===== config.mk =====
export PLATFORM = sky130hd
export DESIGN_NAME = rx_fsm
export DESIGN_NICKNAME = d
export VERILOG_FILES = /design/src/rtl/rx_fsm.sv
export SDC_FILE = /design/constraint.sdc
export NUM_CORES = 1
export LEC_CHECK = 0
export ABC_CLOCK_PERIOD_IN_PS = 8800
export CORE_UTILIZATION = 45
export DETAILED_ROUTE_END_ITERATION = 8
export GPL_TIMING_DRIVEN = 1
export PLACE_DENSITY = 0.8
export SETUP_SLACK_MARGIN = 0.4
export SLEW_MARGIN = 20
export SYNTH_ARGS = -nofsm -noshare
export SYNTH_HDL_FRONTEND = slang
export SYNTH_SLANG_ARGS = --single-unit

===== constraint.sdc =====
create_clock -name clk -period 8.8 [get_ports clk]
set_input_delay 1.32 -clock clk [delete_from_list [all_inputs] [get_ports clk]]
set_output_delay 1.32 -clock clk [all_outputs]
set_load 0.01 [all_outputs]

===== src/rtl/rx_fsm.sv =====
// rx_fsm: receive-side packet engine. Takes flits one at a time from the
// network port, writes each one (header included) into a free slot of the RX
// message buffer over the bus master port, returns one credit per flit, and
// publishes the slot as valid with its length and source once the packet is
// stored.
module rx_fsm #(
  parameter int          NUM_MSGS     = 4,
  parameter int          SLOT_WORDS   = 16,
  parameter logic [31:0] RX_BASE_ADDR = 32'h2000,
  parameter int          LEN_W        = 8,
  parameter int          ID_W         = 2,
  parameter int          NODE_W       = 4
) (
  input  logic                       clk,
  input  logic                       rst,
  input  logic                       flit_valid,
  input  logic [31:0]                flit_payload,
  input  logic [ID_W-1:0]            flit_id,
  input  logic [NODE_W-1:0]          flit_req,
  output logic                       flit_ready,
  output logic                       credit_return,
  output logic [31:0]                bus_addr,
  output logic                       bus_wen,
  output logic [31:0]                bus_wdata,
  output logic [3:0]                 bus_strobe,
  input  logic                       bus_request_stall,
  input  logic [NUM_MSGS-1:0]        rx_clear,
  output logic [NUM_MSGS-1:0]        rx_valid,
  output logic [NUM_MSGS*LEN_W-1:0]  rx_len,
  output logic [NUM_MSGS*NODE_W-1:0] rx_src,
  output logic                       rx_done,
  output logic                       rx_err
);

  localparam int SLOT_W = (NUM_MSGS > 1) ? $clog2(NUM_MSGS) : 1;
  localparam int K_W    = $clog2(SLOT_WORDS + 1);
  localparam logic [K_W-1:0] K_MAX   = K_W'(SLOT_WORDS);
  localparam logic [K_W:0]   LEN_MAX = (K_W + 1)'(SLOT_WORDS);

  typedef enum logic [1:0] {
    IDLE,
    WRITE,
    RECV,
    DONE
  } state_t;

  state_t              state_q, state_d;
  logic [SLOT_W-1:0]   slotIdx_q, slotIdx_d;
  logic [31:0]         holdData_q, holdData_d;
  logic [ID_W-1:0]     hdrId_q, hdrId_d;
  logic [NODE_W-1:0]   srcNode_q, srcNode_d;
  logic [LEN_W-1:0]    remaining_q, remaining_d;
  logic [K_W-1:0]      wordIdx_q, wordIdx_d;
  logic                ovfSeen_q, ovfSeen_d;
  logic                credit_q, credit_d;
  logic                err_q, err_d;
  logic [NUM_MSGS-1:0] rxValid_q, rxValid_d;
  logic [LEN_W-1:0]    rxLen_q [NUM_MSGS];
  logic [LEN_W-1:0]    rxLen_d [NUM_MSGS];
  logic [NODE_W-1:0]   rxSrc_q [NUM_MSGS];
  logic [NODE_W-1:0]   rxSrc_d [NUM_MSGS];

  logic                anyFree;
  logic [SLOT_W-1:0]   freeSlot;
  logic [NUM_MSGS-1:0] reservedMask;
  logic                skipWrite;
  logic [K_W-1:0]      wordIdxInc;
  logic [K_W:0]        kPlusOne;
  logic [LEN_W-1:0]    lenSat;
  logic [31:0]         wordOffset;
  logic [31:0]         writeAddr;

  // Slot bookkeeping: lowest free slot, the slot held by the packet in
  // flight, and the word index / length arithmetic for the current write.
  always_comb begin
    anyFree      = |(~rxValid_q);
    freeSlot     = '0;
    reservedMask = '0;
    for (int i = NUM_MSGS - 1; i >= 0; i--) begin
      if (!rxValid_q[i]) begin
        freeSlot = SLOT_W'(i);
      end
    end
    if (state_q != IDLE) begin
      reservedMask[slotIdx_q] = 1'b1;
    end
    skipWrite  = (wordIdx_q >= K_MAX);
    wordIdxInc = skipWrite ? wordIdx_q : wordIdx_q + 1'b1;
    kPlusOne   = {1'b0, wordIdx_q} + 1'b1;
    lenSat     = (kPlusOne > LEN_MAX) ? LEN_W'(LEN_MAX) : LEN_W'(kPlusOne);
    wordOffset = 32'(slotIdx_q) * 32'(SLOT_WORDS) + 32'(wordIdx_q);
    writeAddr  = RX_BASE_ADDR + (wordOffset << 2);
  end

  // Next-state and output decode; flit_ready depends only on state and slot
  // occupancy, and is held low while reset is asserted.
  always_comb begin
    state_d     = state_q;
    slotIdx_d   = slotIdx_q;
    holdData_d  = holdData_q;
    hdrId_d     = hdrId_q;
    srcNode_d   = srcNode_q;
    remaining_d = remaining_q;
    wordIdx_d   = wordIdx_q;
    ovfSeen_d   = ovfSeen_q;
    credit_d    = 1'b0;
    err_d       = 1'b0;
    rxValid_d   = rxValid_q & ~(rx_clear & ~reservedMask);
    rxLen_d     = rxLen_q;
    rxSrc_d     = rxSrc_q;
    flit_ready  = 1'b0;
    bus_wen     = 1'b0;
    bus_addr    = '0;
    bus_wdata   = '0;
    rx_done     = 1'b0;

    case (state_q)
      IDLE: begin
        flit_ready = anyFree && !rst;
        if (flit_valid && anyFree) begin
          slotIdx_d   = freeSlot;
          holdData_d  = flit_payload;
          hdrId_d     = flit_id;
          srcNode_d   = flit_req;
          remaining_d = flit_payload[LEN_W-1:0];
          wordIdx_d   = '0;
          ovfSeen_d   = 1'b0;
          credit_d    = 1'b1;
          state_d     = WRITE;
        end
      end

      WRITE: begin
        if (!skipWrite) begin
          bus_wen   = 1'b1;
          bus_addr  = writeAddr;
          bus_wdata = holdData_q;
        end else if (!ovfSeen_q) begin
          err_d     = 1'b1;
          ovfSeen_d = 1'b1;
        end
        if (skipWrite || !bus_request_stall) begin
          if (remaining_q == '0) begin
            state_d = DONE;
          end else begin
            state_d   = RECV;
            wordIdx_d = wordIdxInc;
          end
        end
      end

      RECV: begin
        flit_ready = 1'b1;
        if (flit_valid) begin
          holdData_d  = flit_payload;
          remaining_d = remaining_q - 1'b1;
          credit_d    = 1'b1;
          if (flit_id != hdrId_q) begin
            err_d = 1'b1;
          end
          state_d = WRITE;
        end
      end

      DONE: begin
        rx_done              = 1'b1;
        rxValid_d[slotIdx_q] = 1'b1;
        rxLen_d[slotIdx_q]   = lenSat;
        rxSrc_d[slotIdx_q]   = srcNode_q;
        state_d              = IDLE;
      end

      default: begin
        state_d = IDLE;
      end
    endcase
  end

  // State and holding registers; reset aborts any packet in flight.
  always_ff @(posedge clk or posedge rst) begin
    if (rst) begin
      state_q     <= IDLE;
      slotIdx_q   <= '0;
      holdData_q  <= '0;
      hdrId_q     <= '0;
      srcNode_q   <= '0;
      remaining_q <= '0;
      wordIdx_q   <= '0;
      ovfSeen_q   <= 1'b0;
      credit_q    <= 1'b0;
      err_q       <= 1'b0;
      rxValid_q   <= '0;
      for (int i = 0; i < NUM_MSGS; i++) begin
        rxLen_q[i] <= '0;
        rxSrc_q[i] <= '0;
      end
    end else begin
      state_q     <= state_d;
      slotIdx_q   <= slotIdx_d;
      holdData_q  <= holdData_d;
      hdrId_q     <= hdrId_d;
      srcNode_q   <= srcNode_d;
      remaining_q <= remaining_d;
      wordIdx_q   <= wordIdx_d;
      ovfSeen_q   <= ovfSeen_d;
      credit_q    <= credit_d;
      err_q       <= err_d;
      rxValid_q   <= rxValid_d;
      rxLen_q     <= rxLen_d;
      rxSrc_q     <= rxSrc_d;
    end
  end

  // Flatten the per-slot status registers onto the output buses.
  always_comb begin
    rx_len = '0;
    rx_src = '0;
    for (int i = 0; i < NUM_MSGS; i++) begin
      rx_len[i*LEN_W +: LEN_W]   = rxLen_q[i];
      rx_src[i*NODE_W +: NODE_W] = rxSrc_q[i];
    end
  end

  assign rx_valid      = rxValid_q;
  assign credit_return = credit_q;
  assign rx_err        = err_q;
  assign bus_strobe    = bus_wen ? 4'hF : 4'h0;

endmodule


== Yosys cells after proc, flatten, opt, wreduce, memory -nomap -nowiden ==
Index checks and enable logic that the tools add are counted.

* Flip-flop bits (word level): 110
* Latch bits: 0
* Memory bits (writable): 0
* Bits in read-only memories: 0
* Output and inout bits: 125
* Memories kept: 0

* Add/subtract/negate cells: 5
* Multipliers: 0
* Divide/modulo/power cells: 0
* Order comparisons: 6
* Eq/ne operators: 10
* Shifts and indexed selects: 0
* Mux-type cells: 51
* Bitwise operators: 7
* Reduce and logical (&&, ||, !) cells: 18

{| class="wikitable"
|+ Operator list
! cell !! number
|-
| 32-bit 2-to-1 mux || 4
|-
| 32-bit case mux with 2 select lines || 1
|-
| 32-bit bitwise mux || 1
|-
| 15-bit 2-to-1 mux || 2
|-
| 8-bit 2-to-1 mux || 3
|-
| 5-bit 2-to-1 mux || 4
|-
| 16-bit bitwise mux || 1
|-
| 8-bit demux with 2-bit select || 1
|-
| 4-bit 2-to-1 mux || 4
|-
| 8-bit case mux with 2 select lines || 1
|-
| 14-bit by 9-bit adder with 15-bit output, first input constant || 1
|-
| 2-bit 2-to-1 mux || 7
|-
| 1-bit 2-to-1 mux || 13
|-
| 2-bit != test, second input constant || 6
|-
| 4-bit NOT || 3
|-
| 5-bit case mux with 2 select lines || 1
|-
| 3-bit AND reduction || 3
|-
| 4-bit AND || 2
|-
| 4-bit demux with 2-bit select || 1
|-
| 8-bit logical NOT || 1
|-
| 1-bit case mux with 2 select lines || 4
|-
| 2-bit case mux with 4 select lines || 1
|-
| 8-bit by 1-bit subtractor with 8-bit output, second input constant || 1
|-
| 6-bit by 5-bit adder with 7-bit output || 1
|-
| other kinds (23) || 30
|}

== Logic depth before layout (Yosys ltp) ==
* Depth after elaboration: 11
* Mapped depth: 9

== Worst setup path after synthesis ==
No wires, ideal clock.

* Kind: input -> output
* Start: in rst
* End: out flit_ready
* Arrival: 3.878 ns
* Required time: 7.480 ns
* Slack: 3.602 ns
* Cell stages on the path: 2
* Path buffers: 0
* Cells stage by stage: inv_1 a31o_2

* Longest elaborated chain between the ends: 3

{| class="wikitable"
|+ RTL lines
! element !! line !! RTL
|-
| start: declaration || 15 || <nowiki>input logic rst,</nowiki>
|-
| 1-bit logical NOT (no source line) || - ||
|-
| 1-bit logical AND || 119 || <nowiki>flit_ready = anyFree && !rst;</nowiki>
|-
| 1-bit case mux with 2 select lines || 117 || <nowiki>case (state_q)</nowiki>
|-
| end: declaration || 20 || <nowiki>output logic flit_ready,</nowiki>
|}

No other way between the ends.

== Worst setup path after layout ==
Same ends and word-level chain as after synthesis.

==> results.txt <==
Global routing used 20.9% of the available tracks across all layers. Clock-pin slew was measured on the worst setup and hold paths at 0.10 ns. The vertical die dimension is 107 um, and the met3 usage in global routing is 2.49%. The count of fill cells added during filler insertion was 877. Critical path buffer and inverter count: 3. The count of nets left with antenna violations once routing finished came out at 0. For this run, the slowest stage of the critical path takes 0.53 ns. For this run, the leading register cell type out of synthesis is sky130_fd_sc_hd__dfrtp_1. In the global route stage, met1 resource usage came out at 27.5%. The total area inside the core boundary comes to 0.0105 mm^2. Final hold slack: 0.474 ns. The width of the die was 107 um. The category of cells accounting for the largest share of critical-path delay was buffers and inverters. Once the clock tree was built, the setup fixing pass inserted 0 buffers. In the layout the commonest cells are sky130_fd_sc_hd__nand2_1, sky130_fd_sc_hd__clkdlybuf4s50_1, sky130_fd_sc_hd__dfrtp_1. For this run, the number of Yosys warnings is 0.

Clock skew: 0.0130 ns. Type of the setup path with the least slack: primary input to output port. After global routing the overflow that remains totals 0. The cell that appears most often on the critical path is sky130_fd_sc_hd__clkdlybuf4s50_1. The floorplan has 37 rows. Fraction of synthesis flops using an asynchronous set or reset pin: 100%.

For the final routed database, the setup TNS stands at 0 ns. In the routed layout, each cell is associated on average with a via count of 5.03. The tightest min-delay check is of the register to register type. The layer flagged by global routing as most heavily used is met2. The total internal power came out at 1.28 mW.

Entering global routing, the biggest net connects 57 pins. The run gives 171 as the I/O pin total. The logs give 3 for the number of levels the H-tree was split into and 0 for the final-report setup violation count.

From synthesis to final layout, the design area changed by 30.4%. Global routing consumed, on the met2 layer, 35.7% of the routing resources. The number of max-cap violations was 0; the total CTS buffers was 9. The tools report the final standard cell utilization of the core as 61.7%. The detailed router finished its first iteration with 286 violations.

The first-pass GRT wire length is 18900 um. The routed wire length per instance is 14.8 um. The run finished with clean final reports.

The net count of the finished layout is 706. In this run the worst path has a maximum fanout of 48. The number of hold buffers added after CTS was 0. The number of vias after detailed routing was 3975.

The placed wire-length estimate was 8400 um; the final number of max-transition violations was 0. TritonCTS built the clock tree. The run gives 102 as the count of clock tree sinks. The layout cell share with drive strength beyond 1 is 6.87%, and the number of antenna violations at the first check in global routing is 0. The cell area that synthesis handed to floorplanning was 0.00497 mm^2.

Data on the critical path arrives at its endpoint at 3.05 ns. Measured against its own limit, the worst slew margin works out to 31.8%. The number of flops mapped to enable cells by yosys was 0; the full die area was 0.0115 mm^2.

The clock period could shrink to 4.37 ns. The highest achievable clock rate was 229 MHz. The post-synthesis sequential element count is 102, and the slew at the pin closest to its max-slew limit is 1.02 ns. At the placement stage, the worst setup path has a slack of 4.39 ns. Number of optimization iterations in the first detailed-route pass: 4. The congestion estimate from routability-driven global placement came to 0.777. The critical path's slowest cell is sky130_fd_sc_hd__clkdlybuf4s50_1. Setup repair after global routing left no endpoint under its margin.

The root buffer selected by CTS was sky130_fd_sc_hd__clkbuf_8. The number of gates resized after CTS was 0. Dividing total power by cell area gives a power density of 322 mW/mm^2. For the static leakage, the log shows 3.02 nW.

The routed wire length was 11700 um; the post-route DRC violation count was 0. The initial core utilization is 47.3%. The number of hold violations in the final report is 0, and the antenna diode instance count is 0. Net switching is 38.6% of the power. The data required time at the worst endpoint was 7.48 ns; the count of unique library cells instantiated by Yosys was 50. The worst-case IR drop observed on VDD is 135 uV. The logs give 14.6% for the clock group share of total power and 51.4% for the share of synthesized area occupied by flip-flops and latches. The cell count after synthesis came out at 533. The run gives 0.37 ns as the later-pin clock latency in the skew report.

With fillers left out, the area of the finished cells amounts to 0.00648 mm^2. Startpoint type of the worst setup path: a primary input. After layout, the worst setup slack is 4.43 ns.

The share of total power dissipated in sequential elements is 37.8%. In this run the deepest clock path goes through 2 buffers. The count of input and output buffers was 138.

The run gives 803 uW as the switching power. The library cell used most frequently in the layout, excluding fill and tap cells, is sky130_fd_sc_hd__nand2_1. Dividing the final minimum period by the clock period gives 49.6%. The logs give 3734 for the number of global-route vias before repair and 47.6% for the share of total power in combinational logic.

Walking the worst path, the cells encountered are clkdlybuf4s50_1, inv_4, a31o_2, clkdlybuf4s50_1. A synthesized cell averages 9.32 um^2. STA classifies the critical path endpoint as an output port.

After detailed placement, the total cell area comes to 0.00628 mm^2.
==> power by group through the flow <==
stage / logic [mW] / registers (mW) / clock network (mW)
floorplan: 0.564 / 0.789 / 0
global placement: 0.966 / 0.782 / 0
detailed placement: 0.995 / 0.797 / 0
CTS: 0.998 / 0.788 / 0.311
global route: 1.09 / 0.816 / 0.329
finish: 0.991 / 0.788 / 0.304
==> routing by layer <==
layer / vias up / part of all wire (%)
li1: 1912 / -
met1: 1938 / 43
met2: 111 / 52
met3: 14 / 3.5
met4: 0 / 1.5
met5: - / 0
==> final cells by class <==
class | count | area [um^2] | share of cell area, %
Sequential cell | 102 | 2550 | 39.4
Multi-Input combinational cell | 377 | 2080 | 32.1
Timing Repair Buffer | 140 | 1400 | 21.6
Tap cell | 136 | 170 | 2.63
Clock buffer | 9 | 124 | 1.91
Clock inverter | 7 | 77.6 | 1.20
Inverter | 20 | 77.6 | 1.20
==> state kept, by name, indices dropped and copies added (netlist names), 4 cells and up <==
register     flops
wordIdx_q        5
rx_len          24
srcNode_q        4
rx_valid         4
rx_src          16
holdData_q      32
remaining_q      8
==> worst reg2reg max path, cell delays in order, from the launching register on <==
cell and delay (ns):
sky130_fd_sc_hd__dfrtp_1 0.42, sky130_fd_sc_hd__inv_1 0.11, sky130_fd_sc_hd__ha_1 0.54, sky130_fd_sc_hd__o21ai_0 0.34, sky130_fd_sc_hd__a21oi_4 0.85, sky130_fd_sc_hd__o211ai_1 0.20, sky130_fd_sc_hd__o21ai_0 0.12
==> metrics by stage <==
step | power [mW] | cells
2_1_floorplan | 1.35 | 564
3_3_place_gp | 1.75 | 775
3_5_place_dp | 1.79 | 775
4_1_cts | 2.10 | 791
5_1_grt | 2.24 | 791
6_report | 2.08 | 791
==> synthesized netlist by cell type (all sizes together) (3+ instances only) <==
cell type | count | area, um^2
nand2 | 149 | 559
dfrtp | 102 | 2550
and2 | 41 | 257
buf | 39 | 294
clkbuf | 26 | 97.6
o21ai | 25 | 125
inv | 20 | 75.1
a21oi | 18 | 90.1
mux2 | 17 | 191
ha | 10 | 125
nor3 | 8 | 40.0
nand3 | 7 | 35.0
nor2 | 7 | 26.3
o22ai | 6 | 37.5
o31ai | 6 | 45.0
mux2i | 5 | 50.1
o32ai | 4 | 35.0
a21o | 3 | 22.5
nand2b | 3 | 18.8
==> path summary, 6_finish.rpt <==
kind	endpoint	slack, ns	startpoint	depth (start not counted)
setup reg to reg	remaining_q[0]	6.15	state_q[0]	6
hold / removal	holdData_q[23]	0.47	holdData_q[23]	2
hold reg to reg	holdData_q[23]	0.47	holdData_q[23]	2
min in group asynchronous	holdData_q[8]	1.38	rst	2
max in group asynchronous	rx_err	6.29	rst	3
setup / recovery	flit_ready	4.43	rst	4
==> kinds of logic (layout without fill, tap and decap cells) <==
group,Yosys count,in the layout,share of synthesized area (%)
other cells,1,32,0.0755
mux,22,22,4.86
buf+inv,85,176,9.39
xor+xnor,2,2,0.353
fa+ha+maj,10,10,2.52
simple gates,230,230,21.0
flops,102,102,51.4
compound gates,81,81,10.4
No activity file was read; power rests on OpenSTA's default activity.
